### src/rtl/continuous_monitoring_system_pkg.sv
// Shared types and constants for the continuous monitoring system.
// Control map, range bank layout and trace packet format.
package continuous_monitoring_system_pkg;

    localparam int XLEN            = 32;
    localparam int CTRL_ADDR_WIDTH = 8;
    localparam int CTRL_DATA_WIDTH = 32;
    localparam int CMS_RANGE_BASE  = 16;

    localparam logic [31:0] WFI_INSTR = 32'h1050_0073;

    typedef enum logic [CTRL_ADDR_WIDTH-1:0] {
        CMS_TRIG_START_EN   = 8'd0,
        CMS_TRIG_END_EN     = 8'd1,
        CMS_TRIG_START_ADDR = 8'd2,
        CMS_TRIG_END_ADDR   = 8'd3,
        CMS_WFI_STOPPED     = 8'd4,
        CMS_TS_CLEAR        = 8'd5,
        CMS_DROP_CLEAR      = 8'd6
    } cms_ctrl_addr_t;

    typedef enum logic [1:0] {
        CMS_RANGE_LO   = 2'd0,
        CMS_RANGE_HI   = 2'd1,
        CMS_RANGE_EN   = 2'd2,
        CMS_RANGE_MODE = 2'd3
    } cms_range_reg_t;

    // Timestamp delta is stored beside this in the FIFO (its width is a parameter).
    typedef struct packed {
        logic            last;
        logic            ovf;
        logic [31:0]     instr;
        logic [XLEN-1:0] pc;
    } trace_pkt_t;

    function automatic int PKT_WIDTH(input int ts_width);
        return 1 + 32 + ts_width + XLEN;
    endfunction

endpackage

### src/rtl/cms_trace_collector_range.sv
// Address range register banks and include/exclude pass decision.
// Bank i lives at CMS_RANGE_BASE + 4*i: LO, HI, EN, MODE.
module cms_range_matcher
    import continuous_monitoring_system_pkg::*;
#(
    parameter int NO_OF_RANGES = 4
) (
    input  logic                       clk,
    input  logic                       rst_n,
    input  logic                       wr_en_i,
    input  logic [CTRL_ADDR_WIDTH-1:0] wr_addr_i,
    input  logic [CTRL_DATA_WIDTH-1:0] wr_data_i,
    input  logic [XLEN-1:0]            pc_i,
    output logic                       pass_o
);

    logic [XLEN-1:0]         lo_q [NO_OF_RANGES];
    logic [XLEN-1:0]         hi_q [NO_OF_RANGES];
    logic [NO_OF_RANGES-1:0] en_q;
    logic [NO_OF_RANGES-1:0] mode_q;

    logic [CTRL_ADDR_WIDTH-3:0] bank;
    logic [1:0]                 reg_sel;
    logic                       inc_en;
    logic                       inc_hit;
    logic                       exc_hit;

    assign bank    = wr_addr_i[CTRL_ADDR_WIDTH-1:2];
    assign reg_sel = wr_addr_i[1:0];

    always_ff @(posedge clk or negedge rst_n) begin
        if (!rst_n) begin
            for (int i = 0; i < NO_OF_RANGES; i++) begin
                lo_q[i] <= '0;
                hi_q[i] <= '1;
            end
            en_q   <= '0;
            mode_q <= '0;
        end else if (wr_en_i) begin
            for (int i = 0; i < NO_OF_RANGES; i++) begin
                if (bank == (CTRL_ADDR_WIDTH-2)'(CMS_RANGE_BASE / 4 + i)) begin
                    case (reg_sel)
                        CMS_RANGE_LO:   lo_q[i]   <= wr_data_i[XLEN-1:0];
                        CMS_RANGE_HI:   hi_q[i]   <= wr_data_i[XLEN-1:0];
                        CMS_RANGE_EN:   en_q[i]   <= wr_data_i[0];
                        CMS_RANGE_MODE: mode_q[i] <= wr_data_i[0];
                        default: ;
                    endcase
                end
            end
        end
    end

    // An inverted range (lo > hi) can never satisfy both bounds.
    always_comb begin
        inc_en  = 1'b0;
        inc_hit = 1'b0;
        exc_hit = 1'b0;
        for (int i = 0; i < NO_OF_RANGES; i++) begin
            if (en_q[i]) begin
                if (!mode_q[i]) inc_en = 1'b1;
                if (pc_i >= lo_q[i] && pc_i <= hi_q[i]) begin
                    if (mode_q[i]) exc_hit = 1'b1;
                    else           inc_hit = 1'b1;
                end
            end
        end
        pass_o = (!inc_en || inc_hit) && !exc_hit;
    end

endmodule

### src/rtl/edge_detector.sv
// Rising-edge detector for a synchronous strobe.
// One-cycle pulse on the first cycle the input is seen high.
module edge_detector (
    input  logic clk,
    input  logic rst_n,
    input  logic sig_i,
    output logic rise_o
);

    logic sig_q;

    always_ff @(posedge clk or negedge rst_n) begin
        if (!rst_n) begin
            sig_q <= 1'b0;
        end else begin
            sig_q <= sig_i;
        end
    end

    assign rise_o = sig_i & ~sig_q;

endmodule

### src/rtl/cms_trace_collector.sv
// Trace collector: pc/instr sampling, trigger and range filtering,
// packet FIFO with overflow accounting, AXI-Stream output.
module cms_trace_collector
    import continuous_monitoring_system_pkg::*;
#(
    parameter int NO_OF_RANGES    = 4,
    parameter int FIFO_DEPTH      = 16,
    parameter int TS_WIDTH        = 32,
    parameter int DROP_CNT_WIDTH  = 16,
    parameter int AXI_DATA_WIDTH  = 128,
    parameter bit CTRL_WE_POSEDGE = 1'b1
) (
    input  logic                          clk,
    input  logic                          rst_n,
    input  logic                          en,
    input  logic [XLEN-1:0]               pc,
    input  logic [31:0]                   instr,
    input  logic [CTRL_ADDR_WIDTH-1:0]    ctrl_addr,
    input  logic [CTRL_DATA_WIDTH-1:0]    ctrl_wdata,
    input  logic                          ctrl_write_enable,
    input  logic [31:0]                   tlast_interval,
    output logic                          M_AXIS_tvalid,
    input  logic                          M_AXIS_tready,
    output logic [AXI_DATA_WIDTH-1:0]     M_AXIS_tdata,
    output logic                          M_AXIS_tlast,
    output logic [$clog2(FIFO_DEPTH):0]   fifo_level,
    output logic [DROP_CNT_WIDTH-1:0]     drop_count,
    output logic                          wfi_stopped
);

    localparam int AW = $clog2(FIFO_DEPTH);
    localparam int PW = PKT_WIDTH(TS_WIDTH);

    typedef logic [TS_WIDTH-1:0] ts_t;

    logic we_rise;
    logic wr_act;

    edge_detector u_we_edge (
        .clk    (clk),
        .rst_n  (rst_n),
        .sig_i  (ctrl_write_enable),
        .rise_o (we_rise)
    );

    assign wr_act = CTRL_WE_POSEDGE ? we_rise : ctrl_write_enable;

    logic wr_start_en, wr_end_en, wr_start_addr, wr_end_addr;
    logic wr_wfi, ts_clr, drop_clr;

    always_comb begin
        wr_start_en   = 1'b0;
        wr_end_en     = 1'b0;
        wr_start_addr = 1'b0;
        wr_end_addr   = 1'b0;
        wr_wfi        = 1'b0;
        ts_clr        = 1'b0;
        drop_clr      = 1'b0;
        if (wr_act) begin
            case (ctrl_addr)
                CMS_TRIG_START_EN:   wr_start_en   = 1'b1;
                CMS_TRIG_END_EN:     wr_end_en     = 1'b1;
                CMS_TRIG_START_ADDR: wr_start_addr = 1'b1;
                CMS_TRIG_END_ADDR:   wr_end_addr   = 1'b1;
                CMS_WFI_STOPPED:     wr_wfi        = 1'b1;
                CMS_TS_CLEAR:        ts_clr        = 1'b1;
                CMS_DROP_CLEAR:      drop_clr      = 1'b1;
                default: ;
            endcase
        end
    end

    // Stage 0: sample the cpu stream and flag a new retired pc.
    logic [XLEN-1:0] pc_q;
    logic [31:0]     instr_q;
    logic            ev_q;
    logic            ev_d;
    logic            wfi_q;

    assign ev_d = (pc != pc_q) && (pc != '0) && en && !wfi_q;

    always_ff @(posedge clk or negedge rst_n) begin
        if (!rst_n) begin
            pc_q    <= '0;
            instr_q <= '0;
            ev_q    <= 1'b0;
        end else begin
            pc_q    <= pc;
            instr_q <= instr;
            ev_q    <= ev_d;
        end
    end

    // Stage 1: triggers and ranges.
    logic            start_en_q, end_en_q;
    logic [XLEN-1:0] start_addr_q, end_addr_q;
    logic            start_q, end_q, start_d, end_d;
    logic            start_hit, end_hit, gate;
    logic            range_pass;

    always_comb begin
        start_hit = ev_q && !wr_act && start_en_q && (pc_q == start_addr_q);
        end_hit   = ev_q && !wr_act && end_en_q && (pc_q == end_addr_q);
        start_d   = start_q;
        end_d     = end_q;
        if (end_hit) begin
            end_d   = 1'b1;
            start_d = 1'b0;
        end else if (start_hit) begin
            start_d = 1'b1;
            end_d   = 1'b0;
        end
        gate = (start_d || !start_en_q) && (!end_d || !end_en_q);
    end

    cms_range_matcher #(
        .NO_OF_RANGES (NO_OF_RANGES)
    ) u_ranges (
        .clk       (clk),
        .rst_n     (rst_n),
        .wr_en_i   (wr_act),
        .wr_addr_i (ctrl_addr),
        .wr_data_i (ctrl_wdata),
        .pc_i      (pc_q),
        .pass_o    (range_pass)
    );

    logic            s1_v_q;
    logic [XLEN-1:0] s1_pc_q;
    logic [31:0]     s1_instr_q;

    always_ff @(posedge clk or negedge rst_n) begin
        if (!rst_n) begin
            s1_v_q     <= 1'b0;
            s1_pc_q    <= '0;
            s1_instr_q <= '0;
        end else begin
            s1_v_q     <= ev_q && gate && range_pass;
            s1_pc_q    <= pc_q;
            s1_instr_q <= instr_q;
        end
    end

    // Enqueue side.
    logic [AW:0]               wr_ptr_q, rd_ptr_q, level;
    logic                      full, empty, pop, push_req, push, drop;
    ts_t                       ts_q, ts_d;
    logic [31:0]               beat_q, cnt_d;
    logic                      is_wfi, pkt_last, ovf_q;
    logic [DROP_CNT_WIDTH-1:0] drop_q;
    trace_pkt_t                new_pkt;

    assign level    = wr_ptr_q - rd_ptr_q;
    assign full     = (level == (AW+1)'(FIFO_DEPTH));
    assign empty    = (level == '0);
    assign pop      = !empty && M_AXIS_tready;
    assign push_req = s1_v_q && !wfi_q;
    assign push     = push_req && (!full || pop);
    assign drop     = push_req && !push;

    assign ts_d     = (ts_q == '1) ? ts_q : ts_q + ts_t'(1);
    assign cnt_d    = beat_q + 32'd1;
    assign is_wfi   = (s1_instr_q == WFI_INSTR);
    assign pkt_last = is_wfi || (tlast_interval != '0 && cnt_d == tlast_interval);

    always_comb begin
        new_pkt.last  = pkt_last;
        new_pkt.ovf   = ovf_q;
        new_pkt.instr = s1_instr_q;
        new_pkt.pc    = s1_pc_q;
    end

    always_ff @(posedge clk or negedge rst_n) begin
        if (!rst_n) begin
            wr_ptr_q     <= '0;
            rd_ptr_q     <= '0;
            ts_q         <= '0;
            beat_q       <= '0;
            ovf_q        <= 1'b0;
            drop_q       <= '0;
            wfi_q        <= 1'b0;
            start_en_q   <= 1'b0;
            end_en_q     <= 1'b0;
            start_addr_q <= '0;
            end_addr_q   <= '0;
            start_q      <= 1'b0;
            end_q        <= 1'b0;
        end else begin
            if (push) wr_ptr_q <= wr_ptr_q + (AW+1)'(1);
            if (pop)  rd_ptr_q <= rd_ptr_q + (AW+1)'(1);

            if (ts_clr || push) ts_q <= '0;
            else                ts_q <= ts_d;

            if (tlast_interval == '0) beat_q <= '0;
            else if (push)            beat_q <= pkt_last ? '0 : cnt_d;

            if (drop)      ovf_q <= 1'b1;
            else if (push) ovf_q <= 1'b0;

            if (drop_clr)                 drop_q <= '0;
            else if (drop && drop_q != '1) drop_q <= drop_q + DROP_CNT_WIDTH'(1);

            if (wr_wfi)              wfi_q <= ctrl_wdata[0];
            else if (push && is_wfi) wfi_q <= 1'b1;

            if (wr_start_en)   start_en_q   <= ctrl_wdata[0];
            if (wr_end_en)     end_en_q     <= ctrl_wdata[0];
            if (wr_start_addr) start_addr_q <= ctrl_wdata[XLEN-1:0];
            if (wr_end_addr)   end_addr_q   <= ctrl_wdata[XLEN-1:0];
            start_q <= start_d;
            end_q   <= end_d;
        end
    end

    // Storage needs no reset: the pointers define what is valid.
    trace_pkt_t mem_pkt [FIFO_DEPTH];
    ts_t        mem_ts  [FIFO_DEPTH];

    always_ff @(posedge clk) begin
        if (push) begin
            mem_pkt[wr_ptr_q[AW-1:0]] <= new_pkt;
            mem_ts[wr_ptr_q[AW-1:0]]  <= ts_d;
        end
    end

    trace_pkt_t head;
    ts_t        head_ts;

    assign head    = mem_pkt[rd_ptr_q[AW-1:0]];
    assign head_ts = mem_ts[rd_ptr_q[AW-1:0]];

    always_comb begin
        M_AXIS_tdata = '0;
        if (!empty) M_AXIS_tdata[PW-1:0] = {head.ovf, head.instr, head_ts, head.pc};
    end

    assign M_AXIS_tvalid = !empty;
    assign M_AXIS_tlast  = !empty && head.last;
    assign fifo_level    = level;
    assign drop_count    = drop_q;
    assign wfi_stopped   = wfi_q;

endmodule
### config.mk
export PLATFORM = sky130hd
export DESIGN_NAME = cms_trace_collector
export DESIGN_NICKNAME = d
export VERILOG_FILES = /design/src/rtl/continuous_monitoring_system_pkg.sv /design/src/rtl/cms_trace_collector_range.sv /design/src/rtl/edge_detector.sv /design/src/rtl/cms_trace_collector.sv
export SDC_FILE = /design/constraint.sdc
export NUM_CORES = 2
export LEC_CHECK = 0
export BUFFER_PORTS_ARGS = -buffer_cell sky130_fd_sc_hd__buf_2
export CAP_MARGIN = 20
export CELL_PAD_IN_SITES_DETAIL_PLACEMENT = 1
export CELL_PAD_IN_SITES_GLOBAL_PLACEMENT = 2
export CORE_MARGIN = 2
export CORE_UTILIZATION = 30
export CTS_BUF_LIST = sky130_fd_sc_hd__clkbuf_2 sky130_fd_sc_hd__clkbuf_4 sky130_fd_sc_hd__clkbuf_8
export DETAILED_ROUTE_END_ITERATION = 8
export PLACE_DENSITY_LB_ADDON = 0.1
export SLEW_MARGIN = 20
export SYNTH_ARGS = -nofsm -noshare
export SYNTH_HDL_FRONTEND = slang
export SYNTH_SLANG_ARGS = --single-unit
### constraint.sdc
create_clock -name clk -period 19.15 [get_ports clk]
set_clock_uncertainty 0.05 [all_clocks]
set_input_delay 1.915 -clock clk [delete_from_list [all_inputs] [get_ports clk]]
set_output_delay 1.915 -clock clk [all_outputs]
set_load 0.05 [all_outputs]
=== Yosys cells after proc, flatten, opt, wreduce, memory -nomap -nowiden ===
Memory sizes are Yosys's and may differ from the RTL's.
Cells that the tools add are included.

* Bits in latches: 0
* Memory bits (writable): 1568
* Memories kept: 2
* Register bits after elaboration: 555
* Output and inout bits: 152
* Bits in read-only memories: 0
* Logic and storage cells: 204
* Input port bits: 141

{| class="wikitable"
|+ Memories
! memory !! depth !! width !! read ports !! clocked after Yosys merged registers in !! write ports !! RTL line !! RTL
|-
| mem_pkt || 16 || 66 || 1 || 0 || 1 || cms_trace_collector.sv:217 || <nowiki>trace_pkt_t mem_pkt [FIFO_DEPTH];</nowiki>
|-
| mem_ts || 16 || 32 || 1 || 0 || 1 || cms_trace_collector.sv:218 || <nowiki>ts_t mem_ts [FIFO_DEPTH];</nowiki>
|}

* Add/sub/neg operators: 6
* Shift operators: 0
* Multiply operators: 0
* Equality and inequality tests: 21
* Bitwise operators: 2
* Mux-type cells: 63
* Div/mod/pow operators: 0
* $lt $le $gt $ge: 8
* Reduce and logical (&&, ||, !) cells: 66

{| class="wikitable"
|+ Operators by type and width
! operator !! count
|-
| 2-to-1 mux 32 bit || 5
|-
| >= comparator 32 bit || 4
|-
| less-or-equal comparator 32 bit || 4
|-
| 2-to-1 mux 97 bit || 1
|-
| == test 32 bit || 3
|-
| adder 32 x 1 -> 32 bit, second input constant || 2
|-
| nonzero test 32 bit || 2
|-
| 2-to-1 mux 1 bit || 55
|-
| AND reduction 3 bit || 16
|-
| == test 32 x 29 -> 1 bit, second input constant || 1
|-
| == test 32 bit, second input constant || 1
|-
| logical NOT 32 bit || 1
|-
| 2-to-1 mux 16 bit || 2
|-
| inequality test 32 bit || 1
|-
| == test 6 x 3 -> 1 bit, second input constant || 4
|-
| == test 8 x 3 -> 1 bit, second input constant || 3
|-
| logical AND 1 bit || 24
|-
| adder 16 x 1 -> 16 bit, second input constant || 1
|-
| == test 8 x 2 -> 1 bit, second input constant || 2
|-
| inequality test 16 bit, second input constant || 1
|-
| adder 5 x 1 -> 5 bit, second input constant || 2
|-
| logical NOT 1 bit || 10
|-
| == test 8 x 1 -> 1 bit, second input constant || 1
|-
| logical NOT 8 bit || 1
|-
| 10 further kinds || 19
|}

=== Logic depth before layout (Yosys ltp) ===
* Word-level depth: 16
* Depth in mapped cells: 15
* Depth with buffers taken out: 10

=== By module ===
A second synthesis with hierarchy kept.

* Cells, all modules: 5042
* Area, all modules: 89315.7 µm²

{| class="wikitable"
|+ Modules (own cells, without submodules)
! module !! area an instance (µm²) !! sequential area each (µm²) !! cells each !! times used
|-
| cms_trace_collector || 72950.0 || 54342.1 || 3493 || 1
|-
| cms_range_matcher || 16326.9 || 6766.5 || 1547 || 1
|-
| edge_detector || 38.8 || 25.0 || 2 || 1
|}

=== Least setup slack after synthesis ===
No wires, ideal clock.

* Path kind: flip-flop to flip-flop
* Start point: reg rd_ptr_q[3]
* End point: mem mem_pkt[7][0] (netlist name) (enable)
* Cell stages (with the launch flop): 11
* Period minus slack after synthesis: 11.134 ns
* Required time: 18.405 ns
* Setup slack: 8.016 ns
* Arrival: 10.389 ns
* Buffers on the path: 3
* Setup time: 0.695 ns
* Cells stage by stage: dfrtp_1 -> inv_2 -> buf_1 -> clkbuf_1 -> ha_1 -> a21oi_1 -> xnor2_1 -> a31oi_1 -> clkbuf_1 -> nand2_1 -> nor3b_1

* Word-level cells in the longest chain between the ends: 8
* Elaborated cells on any way between the ends: 10
* Those cells by class: add/sub: 1; eq/ne: 1; mux: 2; reduce/logical: 6

{| class="wikitable"
|+ Ends and longest elaborated chain
! what !! RTL line !! RTL
|-
| from (decl) || cms_trace_collector.sv:145 || <nowiki>logic [AW:0] wr_ptr_q, rd_ptr_q, level;</nowiki>
|-
| from (signal assigned) || cms_trace_collector.sv:190 || <nowiki>if (pop) rd_ptr_q <= rd_ptr_q + (AW+1)'(1);</nowiki>
|-
| subtractor 5 bit (*) || cms_trace_collector.sv:153 || <nowiki>assign level = wr_ptr_q - rd_ptr_q;</nowiki>
|-
| via fifo_level[4] || cms_trace_collector.sv:26 || <nowiki>output logic [$clog2(FIFO_DEPTH):0] fifo_level,</nowiki>
|-
| logical NOT 5 bit || cms_trace_collector.sv:155 || <nowiki>assign empty = (level == '0);</nowiki>
|-
| logical NOT 1 bit || cms_trace_collector.sv:156 || <nowiki>assign pop = !empty && M_AXIS_tready;</nowiki>
|-
| logical AND 1 bit || cms_trace_collector.sv:156 ||
|-
| logical OR 1 bit (*) || cms_trace_collector.sv:158 || <nowiki>assign push = push_req && (!full || pop);</nowiki>
|-
| logical AND 1 bit (*) || cms_trace_collector.sv:158 ||
|-
| 2-to-1 mux 1 bit (*) || cms_trace_collector.sv:221 || <nowiki>if (push) begin</nowiki>
|-
| 2-to-1 mux 1 bit (implied by the code) (*) || cms_trace_collector.sv:222 || <nowiki>mem_pkt[wr_ptr_q[AW-1:0]] <= new_pkt;</nowiki>
|-
| to (decl) || cms_trace_collector.sv:217 ||
|}

Mark *: on every way through the listed nets, which the timed path passes. The rest lies on a longest branch.

=== Worst setup path after layout ===
* Start point: reg rd_ptr_q[1]
* End point: out M_AXIS_tdata[20]

* Word-level cells in the longest chain between the ends: 3
* Elaborated cells on any way between the ends: 4
* Those cells by class: add/sub: 1; mux: 1; reduce/logical: 1; memory: 1

{| class="wikitable"
|+ Ends and longest elaborated chain
! what !! RTL line !! RTL
|-
| subtractor 5 bit || cms_trace_collector.sv:153 ||
|-
| logical NOT 5 bit || cms_trace_collector.sv:155 ||
|-
| 2-to-1 mux 97 bit (*) || cms_trace_collector.sv:235 || <nowiki>if (!empty) M_AXIS_tdata[PW-1:0] = {head.ovf, head.instr, head_ts, head.pc};</nowiki>
|-
| to (decl) || cms_trace_collector.sv:24 || <nowiki>output logic [AXI_DATA_WIDTH-1:0] M_AXIS_tdata,</nowiki>
|}

Mark *: on every way between the ends. The rest lies on a longest branch, timed or not.

==> results.sh <==
export IMPL_antenna_found_initial=39
export IMPL_synth_ff_type="edfxtp_1"
export IMPL_clkTransAtPathRegs_ns=0.06
export IMPL_critPathMaxFanout=69
export IMPL_slowest_delay_ns=0.97
export IMPL_grt_ovfl_total=0
export IMPL_powerDensity_mw_per_mm2=131.1
export IMPL_worst_pin_slew_ns=1.088
export IMPL_grt_setup_unrepaired="false"
export IMPL_ios=293
export IMPL_report_final_setup_viol=0
export IMPL_whs_ns=0.2965
export IMPL_ctsLongestPathBuffers=4
export IMPL_finalWeightedCongestion=0.7396
export IMPL_port_buffers=261
export IMPL_arrival_ns=6.25
export IMPL_synth_compound_area_share=0.02224
export IMPL_end_kind="output pin"
export IMPL_wl_per_cell_um=28.13
export IMPL_area_growth_pct=16.09
export IMPL_drc=0
export IMPL_root_buffer="clkbuf_8"
export IMPL_place_area_mm2=0.09595
export IMPL_synthAdderAreaFrac=0.03771
export IMPL_grt_max_degree=106
export IMPL_synthXorXnorAreaFrac=0.01831
export IMPL_clock_latency_ns=1.07
export IMPL_fin_nets=5995
export IMPL_power_uw=13620
export IMPL_grt_pass1_vias=53030
export IMPL_vias=47890
export IMPL_initial_core_util=0.3014
export IMPL_antenna_left=0
export IMPL_max_cap_violations=0
export IMPL_cts_setup_buffers=0
export IMPL_tritoncts="built"
export IMPL_synth_simple_area_share=0.04823
export IMPL_max_vdd_ir_drop_mv=0.1197
export IMPL_status="complete, no violations"
export IMPL_place_ws_ns=11.84
export IMPL_min_period_ns=8.217
export IMPL_setup_tns_ns=0
export IMPL_synthesis_area_mm2=0.08946
export IMPL_die_x_um=550.1
export IMPL_p_leak_uw=0.03737
export IMPL_fp_dieArea_mm2=0.3026
export IMPL_synth_edff_count=1568
export IMPL_drive_gt1_frac=0.3483
export IMPL_start_kind="flip-flop"
export IMPL_fmax_mhz=121.7
export IMPL_crit_top_cell="buf_4"
export IMPL_hpwl_um=165000
export IMPL_crit_chain="buf_4 -> buf_4 -> buf_4 -> mux4_2 -> mux4_2 -> nor2b_1 -> buf_2"
export IMPL_cts_buffers=389
export IMPL_hold_path_class="reg2reg"
export IMPL_coreArea_mm2=0.2968
export IMPL_first_pass_iters=5
export IMPL_synth_area_mux_share=0.1654
export IMPL_synthCells=5035
export IMPL_slew_violations=0
export IMPL_synth_avg_cell_area_um2=17.77
export IMPL_finalHoldViolCount=0
export IMPL_via_per_inst=4.862
export IMPL_drt_iter0_drc=3130
export IMPL_ys_seq_elements=2123
export IMPL_worst_slack_ns=10.93
export IMPL_cts_sinks=2123
export IMPL_wirelength_um=277000
export IMPL_cp_data_required_time_ns=17.19
export IMPL_slowest_stage="dfrtp_4"
export IMPL_maxSlewHeadroom=0.2690
export IMPL_die_y_um=550.1
export IMPL_final_area_mm2=0.1039
export IMPL_synth_top_family_by_area="multiplexers"
export IMPL_grt_pass1_wl_um=399700
export IMPL_ys_seq_area_frac=0.6834
export IMPL_synthArstFlopShare=0.2614
export IMPL_cts_hold_buf=0
export IMPL_cts_resized=0
export IMPL_rows=200
export IMPL_yosys_warnings=0
export IMPL_synth_cell_type_count=89
export IMPL_finalCritPeriodShare=0.4291
export IMPL_crit_type="reg2out"
export IMPL_track_usage=0.1835
export IMPL_h_tree_depth=5
==> synth_stat cells (22+ instances only) <==
cell type | count | area [um2]
a21oi_1 | 96 | 480.5
and3_1 | 32 | 200.2
and4_1 | 23 | 201.4
buf_1 | 96 | 360.4
buf_4 | 35 | 262.8
clkbuf_1 | 110 | 412.9
dfrtp_1 | 427 | 10690
dfstp_2 | 128 | 3363
edfxtp_1 | 1568 | 47090
ha_1 | 268 | 3353
inv_1 | 288 | 1081
mux2_2 | 332 | 3739
mux4_2 | 490 | 11040
nand2_1 | 168 | 630.6
nand3_1 | 70 | 350.3
nand4_1 | 92 | 575.6
nor2_1 | 80 | 300.3
nor2b_1 | 141 | 882.1
nor3_1 | 32 | 160.2
nor4_1 | 54 | 337.8
o211ai_1 | 22 | 165.2
o21ai_0 | 56 | 280.3
xnor2_1 | 119 | 1042
xor2_1 | 68 | 595.6
==> cells by family after synthesis <==
kind of cell / count (synthesis)
XOR/XNOR: 187
buffers and inverters: 547
adder cells (fa/ha/maj): 269
AND/OR/NAND/NOR: 775
multiplexers: 824
other: 1
AO/OA/AOI/OAI: 309
flip-flops: 2123
==> cell usage in the layout, fill, tap and decap left out, drive strengths merged, types with 12 or more instances in the layout <==
master | netlist | routed
a211oi | 16 | 16
a21o | 21 | 21
a21oi | 97 | 97
and3 | 32 | 32
and4 | 23 | 23
buf | 147 | 387
clkbuf | 111 | 580
clkinv | 0 | 98
conb | 1 | 31
dfrtp | 427 | 427
dfstp | 128 | 128
diode | 0 | 14
edfxtp | 1568 | 1568
ha | 268 | 268
inv | 289 | 299
mux2 | 332 | 332
mux4 | 490 | 490
nand2 | 168 | 168
nand2b | 12 | 12
nand3 | 71 | 71
nand4 | 95 | 95
nor2 | 80 | 80
nor2b | 141 | 141
nor3 | 35 | 35
nor4 | 57 | 57
o211ai | 22 | 22
o21ai | 61 | 61
or3 | 13 | 13
xnor2 | 119 | 119
xor2 | 68 | 68
==> metrics by stage <==
| step | utilization | cells |
|---|---|---|
| global route | 0.3498 | 9837 |
| global placement | 0.3230 | 9130 |
| floorplan | - | 5065 |
| detailed placement | 0.3233 | 9132 |
| CTS | 0.3497 | 9833 |
| finish | 0.3499 | 9848 |
==> state kept, by name, indices dropped and copies added, names as in the netlist, 4 cells and up <==
register / count
drop_count: 16
beat_q: 32
end_addr_q: 32
u_ranges.lo_q: 128
u_ranges.hi_q: 128
s1_pc_q: 32
u_ranges.mode_q: 4
ts_q: 32
start_addr_q: 32
mem_pkt: 1056
u_ranges.en_q: 4
instr_q: 32
wr_ptr_q: 5
rd_ptr_q: 5
s1_instr_q: 32
pc_q: 32
mem_ts: 512
==> per-layer routing <==
layer	part of all wire	vias to the layer above	GRT usage
li1	-	20780	-
met1	0.46	25770	0.2538
met2	0.48	924	0.3057
met3	0.036	415	0.02205
met4	0.023	0	0.04747
met5	0	-	0
==> final timing paths <==
kind | cells past startpoint | to | slack, ns | start
max | 7 | M_AXIS_tdata[20] | 10.93 | rd_ptr_q[1]
min | 0 | s1_instr_q[30] | 0.30 | instr_q[30]
max reg2reg | 12 | mem_pkt[3][28] | 13.48 | rd_ptr_q[1]
min reg2reg | 0 | s1_instr_q[30] | 0.30 | instr_q[30]
max in group asynchronous | 4 | u_ranges.lo_q[126] | 15.63 | rst_n
min in group asynchronous | 1 | instr_q[17] | 0.74 | rst_n
==> report_power, final <==
| part | switching [uW] | internal, uW |
|---|---|---|
| clock network | 1970 | 2430 |
| registers | 186 | 5130 |
| logic | 2470 | 1430 |
| total | 4630 | 8990 |
==> layout make-up <==
class / count / area [um2]
Antenna cell: 14 / 35.03
Clock buffer: 580 / 7000
Clock inverter: 121 / 832.0
Fill cell: 29840 / 192900
Inverter: 289 / 1092
Multi-Input combinational cell: 2395 / 26470
Sequential cell: 2123 / 61140
Tap cell: 3939 / 4928
Timing Repair Buffer: 387 / 2347
==> critical path: cells and delay by family, from the launching register on <==
kind	cells	cell delay (ns)
muxes	2	0.93
DFF	1	0.97
buffers and inverters	4	2.90
and+or+nand+nor	1	0.23
No activity file was read; power rests on OpenSTA's default activity.
